File: src/rtl/front_panel_scanner.sv
// front_panel_scanner
// Input side of the Altair front panel. Every raw pin (8 sense switches,
// 7 buttons, 4 slide switches) is synchronised and debounced. The block then
// produces clean levels and one-cycle, priority-resolved command pulses for the
// core. A shared auto-repeat engine drives examine_next / deposit_next.
module front_panel_scanner #(
  parameter int DEBOUNCE_CYCLES = 250000,   // cycles a new pin value must hold (>=1)
  parameter int REPEAT_DELAY    = 12500000, // hold time before auto-repeat; 0 disables it
  parameter int REPEAT_PERIOD   = 2500000   // cycles between auto-repeat pulses (>=1)
) (
  input  logic       clk,
  input  logic       resetn,
  input  logic [7:0] sense_raw,
  input  logic [6:0] btn_raw,
  input  logic [3:0] sw_raw,
  output logic [7:0] sense,
  output logic       sense_changed,
  output logic       pause_mode,
  output logic       step_pulse,
  output logic       examine_pulse,
  output logic       examine_next_pulse,
  output logic       deposit_pulse,
  output logic       deposit_next_pulse,
  output logic       reset_pulse,
  output logic       reset_hold
);

  // Pin vector layout: [7:0] sense, [14:8] buttons, [18:15] slide switches.
  localparam int NBITS = 19;

  // Idle level of every pin: switches off, buttons released. btn[0] is active
  // low, so its released level is 1.
  localparam logic [NBITS-1:0] RST_VAL = {4'h0, 7'h01, 8'h00};

  // XOR mask that turns button stable levels into "pressed" flags.
  localparam logic [6:0] BTN_ACTIVE_LOW = 7'h01;

  localparam int             CW       = $clog2(DEBOUNCE_CYCLES + 1);
  localparam logic [CW-1:0]  CNT_LAST = CW'(DEBOUNCE_CYCLES - 1);

  localparam int             TMAX        = (REPEAT_DELAY > REPEAT_PERIOD) ? REPEAT_DELAY
                                                                          : REPEAT_PERIOD;
  localparam int             TW          = $clog2(TMAX + 1);
  localparam logic [TW-1:0]  DELAY_LAST  = TW'((REPEAT_DELAY > 0) ? REPEAT_DELAY - 1 : 0);
  localparam logic [TW-1:0]  PERIOD_LAST = TW'(REPEAT_PERIOD - 1);

  typedef enum logic [1:0] {
    RPT_IDLE,
    RPT_DELAY,
    RPT_REPEAT
  } rpt_state_t;

  typedef enum logic {
    OWN_EXAMINE_NEXT,
    OWN_DEPOSIT_NEXT
  } rpt_owner_t;

  logic [NBITS-1:0] raw_all;
  logic [NBITS-1:0] sync_q1;
  logic [NBITS-1:0] sync_q2;
  logic [NBITS-1:0] stable;
  logic [CW-1:0]    db_cnt [NBITS];
  logic [14:0]      stable_prev;

  logic [6:0] pressed;
  logic [6:0] pressed_prev;
  logic [6:0] press_evt;

  logic sel_reset;
  logic sel_dep_next;
  logic sel_dep;
  logic sel_ex_next;
  logic sel_ex;
  logic sel_step;

  rpt_state_t     rpt_state;
  rpt_state_t     rpt_state_nxt;
  rpt_owner_t     rpt_owner;
  rpt_owner_t     rpt_owner_nxt;
  logic [TW-1:0]  rpt_timer;
  logic [TW-1:0]  rpt_timer_nxt;
  logic           rpt_fire;
  logic           owner_released;

  logic unused_inputs;

  assign raw_all = {sw_raw, btn_raw, sense_raw};

  // Two-flop synchroniser for all pins; it resets to the idle pin levels.
  // NOTE: every clocked block uses non-blocking (<=) assignments so all flops
  // sample pre-edge values; blocking assignments here would collapse the chain.
  always_ff @(posedge clk or negedge resetn) begin
    if (!resetn) begin
      sync_q1 <= RST_VAL;
      sync_q2 <= RST_VAL;
    end else begin
      sync_q1 <= raw_all;
      sync_q2 <= sync_q1;
    end
  end

  // Per-bit debounce: count while sync differs from stable, accept on the last count.
  // NOTE: the counter array is reset explicitly. It is a bank of flops, not a
  // RAM, and an abort mid-debounce must leave no partial count behind.
  always_ff @(posedge clk or negedge resetn) begin
    if (!resetn) begin
      stable <= RST_VAL;
      for (int i = 0; i < NBITS; i++) begin
        db_cnt[i] <= '0;
      end
    end else begin
      for (int i = 0; i < NBITS; i++) begin
        if (sync_q2[i] == stable[i]) begin
          db_cnt[i] <= '0;
        end else if (db_cnt[i] == CNT_LAST) begin
          stable[i] <= sync_q2[i];
          db_cnt[i] <= '0;
        end else begin
          db_cnt[i] <= db_cnt[i] + CW'(1);
        end
      end
    end
  end

  // One-cycle-delayed copy of the sense/button levels for edge detection.
  always_ff @(posedge clk or negedge resetn) begin
    if (!resetn) begin
      stable_prev <= RST_VAL[14:0];
    end else begin
      stable_prev <= stable[14:0];
    end
  end

  assign pressed      = stable[14:8] ^ BTN_ACTIVE_LOW;
  assign pressed_prev = stable_prev[14:8] ^ BTN_ACTIVE_LOW;
  assign press_evt    = pressed & ~pressed_prev;

  assign sense      = stable[7:0];
  assign pause_mode = ~stable[15];
  assign reset_hold = pressed[0];

  // Slide switches [3:1] and button 6 are debounced but have no consumer yet.
  assign unused_inputs = ^{stable[18:16], press_evt[6]};

  // Priority resolution of same-cycle presses; a held reset masks everything else.
  // NOTE: each always_comb output gets a default first, so no path can leave a
  // signal unassigned and infer a latch.
  always_comb begin
    sel_reset    = 1'b0;
    sel_dep_next = 1'b0;
    sel_dep      = 1'b0;
    sel_ex_next  = 1'b0;
    sel_ex       = 1'b0;
    sel_step     = 1'b0;
    if (press_evt[0]) begin
      sel_reset = 1'b1;
    end else if (!reset_hold) begin
      if (press_evt[5]) begin
        sel_dep_next = 1'b1;
      end else if (press_evt[4]) begin
        sel_dep = 1'b1;
      end else if (press_evt[3]) begin
        sel_ex_next = 1'b1;
      end else if (press_evt[2]) begin
        sel_ex = 1'b1;
      end else if (press_evt[1]) begin
        sel_step = 1'b1;
      end
    end
  end

  assign owner_released = (rpt_owner == OWN_DEPOSIT_NEXT) ? ~pressed[5] : ~pressed[3];

  // Auto-repeat state register.
  always_ff @(posedge clk or negedge resetn) begin
    if (!resetn) begin
      rpt_state <= RPT_IDLE;
      rpt_owner <= OWN_EXAMINE_NEXT;
      rpt_timer <= '0;
    end else begin
      rpt_state <= rpt_state_nxt;
      rpt_owner <= rpt_owner_nxt;
      rpt_timer <= rpt_timer_nxt;
    end
  end

  // Auto-repeat next state: the owner is claimed by its press pulse; release or reset_hold abort.
  always_comb begin
    rpt_state_nxt = rpt_state;
    rpt_owner_nxt = rpt_owner;
    rpt_timer_nxt = rpt_timer;
    rpt_fire      = 1'b0;
    unique case (rpt_state)
      RPT_IDLE: begin
        if (REPEAT_DELAY != 0) begin
          if (sel_dep_next) begin
            rpt_state_nxt = RPT_DELAY;
            rpt_owner_nxt = OWN_DEPOSIT_NEXT;
            rpt_timer_nxt = '0;
          end else if (sel_ex_next) begin
            rpt_state_nxt = RPT_DELAY;
            rpt_owner_nxt = OWN_EXAMINE_NEXT;
            rpt_timer_nxt = '0;
          end
        end
      end
      RPT_DELAY: begin
        if (owner_released || reset_hold) begin
          rpt_state_nxt = RPT_IDLE;
          rpt_timer_nxt = '0;
        end else if (rpt_timer == DELAY_LAST) begin
          rpt_fire      = 1'b1;
          rpt_state_nxt = RPT_REPEAT;
          rpt_timer_nxt = '0;
        end else begin
          rpt_timer_nxt = rpt_timer + TW'(1);
        end
      end
      RPT_REPEAT: begin
        if (owner_released || reset_hold) begin
          rpt_state_nxt = RPT_IDLE;
          rpt_timer_nxt = '0;
        end else if (rpt_timer == PERIOD_LAST) begin
          rpt_fire      = 1'b1;
          rpt_timer_nxt = '0;
        end else begin
          rpt_timer_nxt = rpt_timer + TW'(1);
        end
      end
      default: begin
        rpt_state_nxt = RPT_IDLE;
        rpt_timer_nxt = '0;
      end
    endcase
  end

  // Registered one-cycle command pulses and the sense-change strobe.
  always_ff @(posedge clk or negedge resetn) begin
    if (!resetn) begin
      sense_changed      <= 1'b0;
      step_pulse         <= 1'b0;
      examine_pulse      <= 1'b0;
      examine_next_pulse <= 1'b0;
      deposit_pulse      <= 1'b0;
      deposit_next_pulse <= 1'b0;
      reset_pulse        <= 1'b0;
    end else begin
      sense_changed      <= (stable[7:0] != stable_prev[7:0]);
      step_pulse         <= sel_step;
      examine_pulse      <= sel_ex;
      examine_next_pulse <= sel_ex_next | (rpt_fire && (rpt_owner == OWN_EXAMINE_NEXT));
      deposit_pulse      <= sel_dep;
      deposit_next_pulse <= sel_dep_next | (rpt_fire && (rpt_owner == OWN_DEPOSIT_NEXT));
      reset_pulse        <= sel_reset;
    end
  end

endmodule

File: config.mk
export PLATFORM = sky130hd
export DESIGN_NAME = front_panel_scanner
export DESIGN_NICKNAME = d
export VERILOG_FILES = /design/src/rtl/front_panel_scanner.sv
export SDC_FILE = /design/constraint.sdc
export NUM_CORES = 1
export LEC_CHECK = 0
export ABC_AREA = 1
export BUFFER_PORTS_ARGS = -buffer_cell sky130_fd_sc_hd__buf_2
export CAP_MARGIN = 20
export CORE_ASPECT_RATIO = 0.75
export CORE_MARGIN = 2
export CORE_UTILIZATION = 55
export CTS_CLUSTER_SIZE = 20
export DETAILED_ROUTE_END_ITERATION = 8
export PLACE_DENSITY = 0.71
export SYNTH_ARGS = -nofsm -noshare
export SYNTH_HDL_FRONTEND = slang
export SYNTH_SLANG_ARGS = --single-unit
File: constraint.sdc
create_clock -name clk -period 1.73 [get_ports clk]
set_input_delay 0.2595 -clock clk [delete_from_list [all_inputs] [get_ports clk]]
set_output_delay 0.2595 -clock clk [all_outputs]
set_load 0.1 [all_outputs]
# Word-level counts from Yosys, hierarchy flattened
# Cells that the tools add are included.
[op_classes]
n_addsub = 16
mul = 0
div = 0
magnitude_cmp = 0
n_eq_ne = 38
n_shift = 0
mux = 77
n_bitwise = 25
n_reduce_logical = 22
[ops]
columns = ["operator", "count"]
rows = [
  ["$mux W18", 30],
  ["$add A18 B1 Y18 const B", 15],
  ["$eq A18 B18 Y1 const B", 15],
  ["$mux W24", 6],
  ["$pmux W24 S3", 1],
  ["$mux W1", 33],
  ["$reduce_and A2 Y1", 16],
  ["$add A24 B1 Y24 const B", 1],
  ["$eq A24 B22 Y1 const B", 1],
  ["$eq A24 B24 Y1 const B", 1],
  ["$not A1 Y1", 21],
  ["$eq A1 B1 Y1", 15],
  ["$mux W2", 5],
  ["$ne A8 B8 Y1", 1],
  ["$and A6 B6 Y6", 1],
  ["$ne A3 B3 Y1 const B", 2],
  ["$not A6 Y6", 1],
  ["$pmux W2 S3", 1],
  ["$reduce_and A3 Y1", 1],
  ["$eq A2 B1 Y1 const B", 1],
  ["$eq A2 B2 Y1 const B", 1],
  ["$logic_and A1 B1 Y1", 2],
  ["$logic_not A2 Y1", 1],
  ["$ne A2 B2 Y1 const B", 1],
  ["4 further kinds", 5],
]
[totals]
reg_bits = 365
latch_bits = 0
ram_bits = 0
mem_bits_ro = 0
input_bits = 21
out_inout_bits = 17
n_memories = 0

# Logic depth before layout (Yosys ltp)
# Gate-level depths: netlist of the first run.
[depth]
ltp_word = 11
depth_mapped = 11
mapped_depth_nobuf = 11

# Least setup slack after synthesis of the first run
# OpenSTA, ideal clock, no wires.
[synth_path]
path_kind = "reg-to-reg"
start = "register stable[8]"
end = "register rpt_timer[2]"
setup_ps = 120
arrival_ps = 1808
required_ps = 1610
slack_ps = -198
path_stages_with_launch = 10
n_path_buf = 1
period_less_slack_ps = 1928
path_cell_list = "dfstp_2 > inv_1 > nor2_1 > nand2_1 > nor2_1 > nand2_1 > nand2_4 > a21oi_4 > buf_8 > nor2_2"
[synth_via]
elab_chain_len = 5
word_cells_on_any_way = 12
[synth_lines]
columns = ["element", "line_no", "source"]
rows = [
  ["start, declared", "61", "logic [NBITS-1:0] stable;"],
  ["start signal, assigned by index", "116", "stable[i] <= sync_q2[i];"],
  ["$not A1 Y1 (no line) *", "--", ""],
  ["net reset_hold", "25", "output logic reset_hold"],
  ["$and A6 B6 Y6", "136", "assign press_evt = pressed & ~pressed_prev;"],
  ["$mux W1", "155", "if (press_evt[0]) begin"],
  ["$mux W24", "196", "if (sel_dep_next) begin"],
  ["$pmux W24 S3", "193", "unique case (rpt_state)"],
  ["end signal, assigned", "183", "rpt_timer <= rpt_timer_nxt;"],
  ["end, declared", "80", "logic [TW-1:0] rpt_timer;"],
]
# The timed path passes the listed nets; every way through them passes the cells marked *.
# A chain may end at the register's enable or synchronous reset.

# Final worst setup path of the first run
[layout_path]
start = "register rpt_timer[0]"
end = "register rpt_timer[15]"
[layout_via]
elab_chain_len = 4
word_cells_on_any_way = 8
[layout_lines]
columns = ["element", "line_no"]
rows = [
  ["$add A24 B1 Y24 (tied with other cells)", "216, 227"],
  ["$mux W24, on equally long branches", "223, 211"],
  ["$mux W24, on equally long branches", "220, 208"],
  ["$pmux W24 S3 *", "193"],
]
# Mark *: on every way between the ends. The rest lies on a longest branch, timed or not.

==> results of run 1 <==
==> cells in the final DEF, fill, tap and decap left out, types with 6 or more instances in the layout <==
| cell | netlist | layout |
|---|---|---|
| a21oi_1 | 77 | 77 |
| a31oi_1 | 19 | 18 |
| buf_12 | 0 | 6 |
| buf_2 | 7 | 23 |
| buf_4 | 9 | 73 |
| buf_6 | 0 | 7 |
| clkbuf_16 | 0 | 39 |
| clkinv_2 | 0 | 8 |
| dfrtp_1 | 359 | 359 |
| dlygate4sd3_1 | 0 | 16 |
| ha_1 | 19 | 10 |
| inv_1 | 351 | 347 |
| inv_2 | 2 | 6 |
| nand2_1 | 456 | 441 |
| nand2_2 | 8 | 20 |
| nand3_1 | 131 | 120 |
| nand3_2 | 2 | 10 |
| nand4_1 | 58 | 58 |
| nor2_1 | 348 | 331 |
| nor2_2 | 55 | 50 |
| nor2_4 | 3 | 25 |
| nor3_1 | 137 | 126 |
| nor3_2 | 2 | 11 |
| nor3b_1 | 31 | 29 |
| nor4_1 | 15 | 15 |
| o21ai_0 | 41 | 41 |
| or2_2 | 8 | 8 |
| xnor2_1 | 22 | 22 |
| xor2_1 | 69 | 69 |
==> worst max-delay path: cells and delay by family, from the launching register on <==
| kind | cells | cell delay [ns] |
|---|---|---|
| flip-flops | 1 | 0.37 |
| AND/OR/NAND/NOR | 8 | 0.69 |
| adder cells (fa/ha/maj) | 1 | 0.20 |
| AO/OA/AOI/OAI | 1 | 0.21 |
| buffers and inverters | 1 | 0.19 |
==> metal layers <==
metal / global-route usage / vias to the layer above / part of all wire
met2: 0.3530 / 240 / 0.46
li1: - / 7465 / -
met1: 0.3340 / 6924 / 0.49
met5: 0 / - / 0
met4: 0.05817 / 0 / 0.016
met3: 0.03676 / 49 / 0.041
==> kinds of logic after synthesis <==
| group | count (synthesis) | share of synthesized area |
|---|---|---|
| mux | 1 | 0.0005549 |
| xor+xnor | 91 | 0.04418 |
| compound gates | 150 | 0.04536 |
| simple gates | 1262 | 0.3121 |
| flops | 363 | 0.5038 |
| buf+inv | 371 | 0.08080 |
| fa+ha+maj | 19 | 0.01318 |
==> worst max-delay path by stage <==
stage | to | slack, ns | cells past startpoint
after floorplan | rpt_timer[2]$_DFFE_PN0P_ | -0.20 | 9
after global placement | rpt_timer[2]$_DFFE_PN0P_ | 0.03 | 8
after detailed placement | rpt_timer[4]$_DFFE_PN0P_ | -0.01 | 8
after CTS | reset_hold | -0.006 | 3
after global routing | rpt_timer[12]$_DFFE_PN0P_ | -0.19 | 11
final | rpt_timer[15]$_DFFE_PN0P_ | -0.05 | 11
==> through the flow <==
step           instances  total power (W)  setup TNS [ns]
6_report            2875          0.01771         -0.6356
5_1_grt             2875          0.01845          -3.927
4_1_cts             2863          0.01792       -0.005645
3_5_place_dp        2777         0.009427        -0.01219
3_3_place_gp        2777         0.009407               0
2_1_floorplan       2257         0.009081          -4.388
==> power by group through the flow <==
stage / combinational (W) / clock [W] / sequential (W)
floorplan: 0.000249 / 0 / 0.00883
global placement: 0.000560 / 0 / 0.00885
detailed placement: 0.000573 / 0 / 0.00885
CTS: 0.000606 / 0.00862 / 0.00870
global route: 0.000716 / 0.00901 / 0.00872
finish: 0.000614 / 0.00838 / 0.00871
==> flip-flops by register name, summed over array words and instances (netlist names) <==
name and cells:
db_cnt 270, rpt_timer 24, stable 15, sync_q1 15, sync_q2 15, stable_prev 14
rpt_state 2, deposit_next_pulse 1, deposit_pulse 1, examine_next_pulse 1, examine_pulse 1, reset_pulse 1
rpt_owner 1, sense_changed 1, step_pulse 1
==> cell type report <==
type	count	share of cell area
clock buffer	47	0.04928
clock inverter	17	0.01055
sequential	363	0.4282
multi-input combinational	1523	0.3732
inverter	353	0.06242
tap	442	0.02605
timing repair buffer	130	0.05028
==> timing repair <==
action | 4_1_cts | 5_1_grt
endpoints found under the hold margin | 57 | 0
cloned | 1 | 0
pin swaps | 0 | 29
gates resized for setup | 24 | 101
endpoints found under the setup margin | 27 | 158
hold buffers | 16 | 0
buffers inserted | 5 | 16
==> qor.yml, run 1 <==
placed_design:
  portBuffers: 33
  dp_hpwl_um: 26360
  place.gp.congestion: 0.9166
  place_ws_ns: -0.01120
  placed_area_mm2: 0.01918
grt:
  grt_antenna_before_repair: 0
  gr-total-overflow: 0
  grt_max_degree: 71
  grt_pass1_vias: 14016
  grt_first_pass_wirelength_um: 64920
  grtUsageTotal: 0.2275
clock_tree:
  numCtsBuffers: 38
  cts_tree: "built"
  clockRootBuffer: "clkbuf_16"
  cts_htree_levels: 2
  clock_sinks: 363
  path_clk_slew_ns: 0.06
  cts_buffer_depth: 3
  insertion_delay_ns: 0.54
sta:
  period_share: 1.028
  rsz0062_at_grt: "yes"
  clock_skew_ns: 0.01412
  worst_slew_pin_slew_ns: 0.4992
  fin_crit_ns: 1.779
  setup_ws_ns: -0.04853
  slew_headroom: 0.6646
  fmax_mhz: 562.3
  timing.hold.ws_ns: 0.2746
  report.final.slew_viol_count: 0
  setup_viol: 20
  hold_viol_final: 0
drt:
  vias_per_cell: 5.105
  wirelength_um: 37640
  dr.pass1.iters: 5
  wl_per_cell_um: 13.09
  postRouteAntennaNets: 0
  drt_iter0_markers: 996
  vias: 14678
  post-route-drc-count: 0
setup_path:
  endpoint_kind: "flip-flop"
  worst_r2r_path_depth: 11
  crit_type: "flip-flop to flip-flop"
  r2r-end: "rpt_timer[15]$_DFFE_PN0P_"
  crit_arrival_ns: 2.20
  cp_max_fo: 6
  crit_chain: "ha_2, nand2_2, nor2_4, nand3_2, nor2_2, nand2_1, nand2_2, nand2_4, a21oi_4, buf_6, nor2_2"
  cpMaxStageDelayCell: "dfrtp_1"
  reg2reg_slack_ns: -0.05
  reg2reg_from: "rpt_timer[0]$_DFFE_PN0P_"
  crit_start: "rpt_timer[0]$_DFFE_PN0P_"
  startpoint_type: "flip-flop"
  slowest_delay_ns: 0.37
  worstPathRequired_ns: 2.15
outcome:
  status: "finished, violations left"
  violations: "negative setup slack"
die:
  die-area_mm2: 0.03428
  die_h_um: 160.8
  die_x_um: 213.1
  start_util: 0.5584
  pin_count: 38
  rows: 57
  core_area_mm2: 0.03231
synth:
  synth_largest_area_cell: "dfrtp_1"
  yosysSeqAreaShare: 0.5038
  synthCells: 2257
  async_reset_ff_frac: 1.000
  synth_fp_nets: 2297
  synth_top_area_frac: 0.4980
  yosysMostFrequentCell: "nand2_1"
  synthTopCellsByArea: "dfrtp_1 50%, nand2_1 9.5%, inv_1 7.3%"
  synth_common_cells: "456 x nand2_1, 359 x dfrtp_1, 351 x inv_1"
  syn_area_mm2: 0.01804
  yosysUniqueCellTypes: 41
  synth_area_per_cell_um2: 7.993
  synth_seq_cells: 363
  synth_ff_type: "dfrtp_1"
  synth_edf_count: 0
  ys_warn_count: 0
final_layout:
  utilization: 0.6570
  regArea_mm2: 0.009089
  multi_input_area_mm2: 0.007923
  area_delta_synth_final_pct: 17.67
  fill_cells: 2641
  drive_gt1_frac: 0.1373
  fin_area_mm2: 0.02123
  diodes: 0
  nets: 2449
pwr:
  peakVddDrop_mv: 0.6609
  p_leak_nw: 9.922
  power.share.sequential: 0.492
  power.density_mw_per_mm2: 834.2
  pwr-share-comb: 0.035
  p_int_w: 0.01386
  power_switching_w: 0.003844
  switching_share: 0.2171
  p_clk_frac: 0.473
min_path:
  hold_path_class: "primary input to async pin"
job:
  cap_violations: 0
Power figures use the tool's default switching activity.
==> run 2, diff against run 1 <==
- CELL_PAD_IN_SITES_DETAIL_PLACEMENT: not set -> 1
- CELL_PAD_IN_SITES_GLOBAL_PLACEMENT: not set -> 1
- CORE_UTILIZATION: 55 -> 48
- CTS_CLUSTER_SIZE: 20 -> not set
- PLACE_DENSITY: 0.71 -> not set
- PLACE_DENSITY_LB_ADDON: not set -> 0.1
- RECOVER_POWER: not set -> 50
==> qor.yml, run 2 (synthesized netlist as in run 1, its figures left out) <==
outcome:
  status: "finished, violations left"  # unchanged
  violations: "negative setup slack"  # unchanged
placed_design:
  place_ws_ns: -0.06642  # was -0.01120 ns
  portBuffers: 33  # unchanged
  dp_hpwl_um: 33770  # was 26360 µm
  place.gp.congestion: 0.8498  # was 0.9166
  place_inst: 2867  # was 2777
drt:
  vias_per_cell: 5.217  # was 5.105
  postRouteAntennaNets: 0  # unchanged
  wl_per_cell_um: 16.38  # was 13.09 µm
  drt_iter0_markers: 793  # was 996
  post-route-drc-count: 0  # unchanged
  dr.pass1.iters: 5  # unchanged
  vias: 15579  # was 14678
  wirelength_um: 48920  # was 37640 µm
sta:
  fin_crit_ns: 1.799  # was 1.779 ns
  rsz0062_at_grt: "yes"  # unchanged
  report.final.slew_viol_count: 0  # unchanged
  slew_headroom: 0.4696  # was 0.6646
  fmax_mhz: 555.7  # was 562.3 MHz
  period_share: 1.040  # was 1.028
  hold_viol_final: 0  # unchanged
  timing.hold.ws_ns: 0.3466  # was 0.2746 ns
  worst_slew_pin_slew_ns: 0.7955  # was 0.4992 ns
  clock_skew_ns: 0.009316  # was 0.01412 ns
  finalSetupTns_ns: -0.2960  # was -0.6356 ns
  setup_viol: 23  # was 20
  setup_ws_ns: -0.06942  # was -0.04853 ns
pwr:
  p_total_w: 0.01825  # was 0.01771 W
  power.density_mw_per_mm2: 833.5  # was 834.2 mW/mm²
  peakVddDrop_mv: 0.6969  # was 0.6609 mV
  p_leak_nw: 10.14  # was 9.922 nW
final_layout:
  final_cell_mix: "433 x nand2_1, 356 x dfrtp_1, 347 x inv_1"  # was 441 x nand2_1, 359 x dfrtp_1, 347 x inv_1
  largestRegisters: "db_cnt x270, rpt_timer x24"  # unchanged
  regMostFlops: "db_cnt"  # unchanged
  stdcell_count: 2986  # was 2875
  layout_commonest_cell: "nand2_1"  # unchanged
  diodes: 0  # unchanged
  regArea_mm2: 0.009092  # was 0.009089 mm²
  multi_input_area_mm2: 0.008135  # was 0.007923 mm²
  fill_cells: 4515  # was 2641
  nets: 2492  # was 2449
  area_delta_synth_final_pct: 21.40  # was 17.67%
  drive_gt1_frac: 0.1676  # was 0.1373
  largest_reg_flops: 270  # unchanged
die:
  die_h_um: 171.9  # was 160.8 µm
  core_area_mm2: 0.03702  # was 0.03231 mm²
  rows: 61  # was 57
  start_util: 0.4873  # was 0.5584
  die-area_mm2: 0.03917  # was 0.03428 mm²
  die_x_um: 227.9  # was 213.1 µm
  pin_count: 38  # unchanged
setup_path:
  r2r-end: "db_cnt[138]$_DFF_PN0_"  # was rpt_timer[15]$_DFFE_PN0P_
  endpoint_kind: "output pin"  # was flip-flop
  reg2reg_slack_ns: -0.05  # about the same
  cp_max_fo: 4  # was 6
  worst_r2r_path_depth: 9  # was 11
  crit_end: "sense[3]"  # was rpt_timer[15]$_DFFE_PN0P_
  startpoint_type: "flip-flop"  # unchanged
  worstPathRequired_ns: 1.47  # was 2.15 ns
  crit_type: "flip-flop to output pin"  # was flip-flop to flip-flop
  crit_start: "stable[3]$_DFFE_PN0P_"  # was rpt_timer[0]$_DFFE_PN0P_
  crit_arrival_ns: 1.54  # was 2.20 ns
  reg2reg_from: "db_cnt[126]$_DFF_PN0_"  # was rpt_timer[0]$_DFFE_PN0P_
clock_tree:
  numCtsBuffers: 39  # was 38
  clockRootBuffer: "clkbuf_16"  # unchanged
  cts_tree: "built"  # unchanged
  insertion_delay_ns: 0.54  # about the same
  clock_sinks: 363  # unchanged
  cts_buffer_depth: 3  # unchanged
  cts_htree_levels: 2  # unchanged
  path_clk_slew_ns: 0.07  # was 0.06 ns
grt:
  grt_antenna_before_repair: 0  # unchanged
  grtUsageTotal: 0.2469  # was 0.2275
  grt_pass1_vias: 16573  # was 14016
  grt_max_degree: 76  # was 71
  gr-total-overflow: 0  # unchanged
  grt_first_pass_wirelength_um: 80410  # was 64920 µm
min_path:
  hold_path_class: "flip-flop to flip-flop"  # was primary input to async pin
job:
  cap_violations: 0  # unchanged
==> run 2: cell count changes in the layout (fill, tap and decap cells not counted), moves of 9 or more <==
cell | previous run | this run
o21ai_0 | 41 | 28
nor2_1 | 331 | 319
buf_4 | 73 | 110
clkbuf_1 | 4 | 16
nor3_1 | 126 | 115
nor3_2 | 11 | 22
o21ai_1 | 2 | 15
nor2_2 | 50 | 59
==> run 2: worst min-delay path by stage <==
| stage | from | endpoint | slack [ns] | cells after the start |
|---|---|---|---|---|
| 6_report | sync_q1[12]$_DFF_PN0_ | sync_q2[12]$_DFF_PN0_ | 0.35 | 0 |
| 3_3_place_gp | resetn | db_cnt[319]$_DFF_PN0_ | 0.15 | 1 |
| 4_1_cts | resetn | db_cnt[321]$_DFF_PN0_ | 0.19 | 2 |
| 3_5_place_dp | resetn | db_cnt[318]$_DFF_PN0_ | 0.15 | 1 |
| 5_1_grt | sync_q1[12]$_DFF_PN0_ | sync_q2[12]$_DFF_PN0_ | 0.35 | 0 |
| 2_1_floorplan | resetn | db_cnt[100]$_DFF_PN0_ | -0.04 | 0 |
==> run 2: report_power, final <==
part,leakage (nW),switching (W),internal (W)
logic,4.53,0.000444,0.000242
clock network,0.657,0.00354,0.00531
registers,4.95,0.000110,0.00861
total,10.1,0.00409,0.0142
==> run 2: worst max-delay path: stages, from the launching register on <==
cell      delay, ns
dfrtp_1        0.36
clkbuf_1       0.27
buf_4          0.36
==> run 2: layer usage <==
metal,track usage,routed length (µm)
met1,0.3330,22770
met2,0.4286,23980
met3,0.03084,1226
met4,0.05911,945
met5,0,0
==> run 2: stage by stage <==
| step | area [µm²] | util |
|---|---|---|
| 5_1_grt | 21900 | 0.5916 |
| 2_1_floorplan | 18040 | - |
| 4_1_cts | 21160 | 0.5716 |
| 3_5_place_dp | 19550 | 0.5281 |
| 3_3_place_gp | 19550 | 0.5281 |
| 6_report | 21900 | 0.5916 |
==> run 2: cell type report <==
type | count | share of cell area
sequential | 363 | 0.4152
multi-input combinational | 1523 | 0.3715
timing repair buffer | 172 | 0.06256
inverter | 353 | 0.06050
clock buffer | 54 | 0.05136
tap | 504 | 0.02880
clock inverter | 17 | 0.01011
==> run 2: timing repair <==
action | CTS | global route
buffers inserted | 4 | 28
gates cloned | 0 | 1
endpoints found under the setup margin | 44 | 183
resized for setup | 22 | 159
pin swaps | 4 | 46
hold buffers | 16 | 0
endpoints found under the hold margin | 328 | 0
==> run 3, diff against run 2 <==
- ABC_AREA: 1 -> not set
- CORE_UTILIZATION: 48 -> 32
==> qor.yml, run 3 <==
final_layout:
  diodes: 0  # unchanged
  largest_reg_flops: 270  # unchanged
  largestRegisters: "db_cnt x270, rpt_timer x24"  # unchanged
  drive_gt1_frac: 0.2420  # was 0.1676
  nets: 1953  # was 2492
  fin_area_mm2: 0.02179  # was 0.02190 mm²
  regMostFlops: "db_cnt"  # unchanged
  utilization: 0.4237  # was 0.5916
  stdcell_count: 2649  # was 2986
  area_delta_synth_final_pct: 31.31  # was 21.40%
  final_cell_mix: "354 x dfrtp_1, 341 x nor2_1, 184 x buf_4"  # was 433 x nand2_1, 356 x dfrtp_1, 347 x inv_1
  layout_commonest_cell: "dfrtp_1"  # was nand2_1
setup_path:
  crit_top_cell: "buf_4"
  crit_type: "flip-flop to flip-flop"  # was flip-flop to output pin
  cpMaxStageDelayCell: "dfrtp_1"  # unchanged
  cp_max_fo: 5  # was 4
  crit_chain: "nor4b_4, buf_4, nand4_1, buf_6, nor4_4, buf_4, o32a_4, nor2_4, a221o_1"  # was clkbuf_1, buf_4
  worstPathRequired_ns: 2.16  # was 1.47 ns
  startpoint_type: "flip-flop"  # unchanged
  endpoint_kind: "flip-flop"  # was output pin
  crit_arrival_ns: 2.67  # was 1.54 ns
  slowest_delay_ns: 0.41  # was 0.36 ns
sta:
  fin_crit_ns: 2.246  # was 1.799 ns
  setup_ws_ns: -0.5156  # was -0.06942 ns
  setup_viol: 61  # was 23
  clock_skew_ns: 0.02082  # was 0.009316 ns
  hold_viol_final: 0  # unchanged
  timing.hold.ws_ns: 0.3366  # was 0.3466 ns
  slew_headroom: 0.3611  # was 0.4696
  fmax_mhz: 445.3  # was 555.7 MHz
  worst_slew_pin_slew_ns: 0.9583  # was 0.7955 ns
  period_share: 1.298  # was 1.040
  report.final.slew_viol_count: 0  # unchanged
  rsz0062_at_grt: "yes"  # unchanged
pwr:
  pwr-share-comb: 0.037  # was 0.038
  peakVddDrop_mv: 0.5457  # was 0.6969 mV
  power_switching_w: 0.004192  # was 0.004092 W
  power.share.sequential: 0.451  # was 0.478
  p_total_w: 0.01933  # was 0.01825 W
  p_leak_nw: 9.445  # was 10.14 nW
  p_clk_frac: 0.511  # was 0.485
  switching_share: 0.2168  # was 0.2242
  power.density_mw_per_mm2: 887.0  # was 833.5 mW/mm²
  p_int_w: 0.01514  # was 0.01416 W
synth:
  synth_largest_area_cell: "dfrtp_1"  # unchanged
  synth_area_per_cell_um2: 10.07  # was 7.993 µm²
  synth_fp_nets: 1688  # was 2297
  synthCells: 1648  # was 2257
  synth_seq_cells: 363  # unchanged
  synthXorXnorAreaFrac: 0.1361  # was 0.04418
  synthTopCellsByArea: "dfrtp_1 54%, nor2_1 8.5%, xnor2_1 7.0%"  # was dfrtp_1 50%, nand2_1 9.5%, inv_1 7.3%
  syn_area_mm2: 0.01660  # was 0.01804 mm²
  synth_top_family_by_area: "simple AND/OR/NAND/NOR gates"  # unchanged
  synth_common_cells: "378 x nor2_1, 359 x dfrtp_1, 132 x xnor2_1"  # was 456 x nand2_1, 359 x dfrtp_1, 351 x inv_1
  synth_top_area_frac: 0.5412  # was 0.4980
  synth_edf_count: 0  # unchanged
  yosysSeqAreaShare: 0.5476  # was 0.5038
  yosysUniqueCellTypes: 48  # was 41
  async_reset_ff_frac: 1.000  # unchanged
  synthMuxAreaShare: 0.01010  # was 0.0005549
  synth-compound-area-share: 0.02827  # was 0.04536
  synth_simple_gate_area_share: 0.2420  # was 0.3121
  synth_ff_type: "dfrtp_1"  # unchanged
  ys_warn_count: 0  # unchanged
  yosysMostFrequentCell: "nor2_1"  # was nand2_1
  synthAdderAreaFrac: 0.01432  # was 0.01318
die:
  start_util: 0.3227  # was 0.4873
  die-area_mm2: 0.05373  # was 0.03917 mm²
  pin_count: 38  # unchanged
  core_area_mm2: 0.05144  # was 0.03702 mm²
  die_h_um: 201.2  # was 171.9 µm
  rows: 72  # was 61
  die_x_um: 267.0  # was 227.9 µm
clock_tree:
  cts_buffer_depth: 3  # unchanged
  insertion_delay_ns: 0.56  # was 0.54 ns
  numCtsBuffers: 43  # was 39
  clock_sinks: 363  # unchanged
  path_clk_slew_ns: 0.06  # was 0.07 ns
  cts_tree: "built"  # unchanged
  cts_htree_levels: 2  # unchanged
  clockRootBuffer: "clkbuf_16"  # unchanged
drt:
  post-route-drc-count: 0  # unchanged
  postRouteAntennaNets: 0  # unchanged
  wirelength_um: 39620  # was 48920 µm
  vias: 12402  # was 15579
  wl_per_cell_um: 14.96  # was 16.38 µm
  vias_per_cell: 4.682  # was 5.217
  drt_iter0_markers: 561  # was 793
  dr.pass1.iters: 4  # was 5
grt:
  grt_antenna_before_repair: 0  # unchanged
  grt_first_pass_wirelength_um: 66250  # was 80410 µm
  grt_max_degree: 72  # was 76
  grt-busiest-layer: "met1"  # was met2
  use_met3: 0.02374  # was 0.03084
  use_met1: 0.2222  # was 0.3330
  grt_util_met2: 0.2200  # was 0.4286
  gr-total-overflow: 0  # unchanged
  grtUsageTotal: 0.1486  # was 0.2469
  grt_pass1_vias: 13021  # was 16573
placed_design:
  dp_hpwl_um: 26340  # was 33770 µm
  place.gp.congestion: 0.7684  # was 0.8498
  placed_area_mm2: 0.01899  # was 0.01955 mm²
  portBuffers: 33  # unchanged
  place_inst: 2512  # was 2867
job:
  cap_violations: 0  # unchanged
outcome:
  status: "finished, violations left"  # unchanged
  violations: "negative setup slack"  # unchanged
min_path:
  hold_path_class: "primary input to flip-flop"  # was flip-flop to flip-flop
run 3: layout make-up:
type	instances	area [µm²]
Fill cell	5667	29640
Sequential cell	363	9095
Multi-Input combinational cell	1205	7875
Timing Repair Buffer	265	2247
Clock buffer	58	1245
Tap cell	703	879.6
Clock inverter	20	309.0
Inverter	35	143.9
run 3: critical path: cells and delay by family, from the launching register on:
kind / cells / cell delay, ns
AOI/OAI and AO/OA: 2 / 0.52
buffers and inverters: 3 / 0.49
DFF: 1 / 0.41
and+or+nand+nor: 4 / 0.70
run 3: cells by family after synthesis:
| family | count (synthesis) |
|---|---|
| and+or+nand+nor | 845 |
| DFF | 363 |
| xor gates and xnor gates | 258 |
| buffers and inverters | 83 |
| AOI/OAI and AO/OA | 65 |
| adders and majority gates | 19 |
| muxes | 15 |
run 3: worst paths after layout:
kind / from / cells after the start / end / slack, ns
min in group asynchronous: resetn / 2 / db_cnt[340]$_DFF_PN0_ / 0.38
hold reg to reg: sync_q1[10]$_DFF_PN0_ / 0 / sync_q2[10]$_DFF_PN0_ / 0.35
max in group asynchronous: resetn / 3 / db_cnt[299]$_DFF_PN0_ / 0.12
setup / recovery: rpt_timer[14]$_DFFE_PN0P_ / 9 / rpt_timer[18]$_DFFE_PN0P_ / -0.52
hold / removal: sense_raw[0] / 2 / sync_q1[0]$_DFF_PN0_ / 0.34
setup reg to reg: rpt_timer[14]$_DFFE_PN0P_ / 9 / rpt_timer[18]$_DFFE_PN0P_ / -0.52
run 3: routing by layer:
layer	wire length (µm)	part of all wire	up-vias
li1	-	-	6076
met1	20920	0.53	6187
met2	17040	0.43	85
met3	901	0.023	54
met4	750	0.019	0
met5	0	0	-
run 3: repair_timing:
action / in CTS / in global routing
hold buffers: 16 / 0
buffers inserted: 7 / 27
gates cloned: 2 / 8
setup endpoints to repair: 119 / 212
hold endpoints to repair: 343 / 0
pin swaps: 9 / 60
resized for setup: 52 / 150
run 3: per-stage QoR:
stage	setup TNS [ns]	setup slack, ns
3_5_place_dp	-20.39	-0.7009
4_1_cts	-12.76	-0.5204
3_3_place_gp	-21.69	-0.7353
6_report	-13.69	-0.5156
2_1_floorplan	-5.604	-0.2959
5_1_grt	-27.99	-0.6023
run 3: power groups by stage:
stage / clock [W] / sequential [W] / combinational (W)
2_1_floorplan: 0 / 0.00885 / 0.000242
3_3_place_gp: 0 / 0.00886 / 0.000616
3_5_place_dp: 0 / 0.00887 / 0.000633
4_1_cts: 0.0103 / 0.00871 / 0.000676
5_1_grt: 0.0106 / 0.00873 / 0.000833
6_report: 0.00989 / 0.00872 / 0.000725
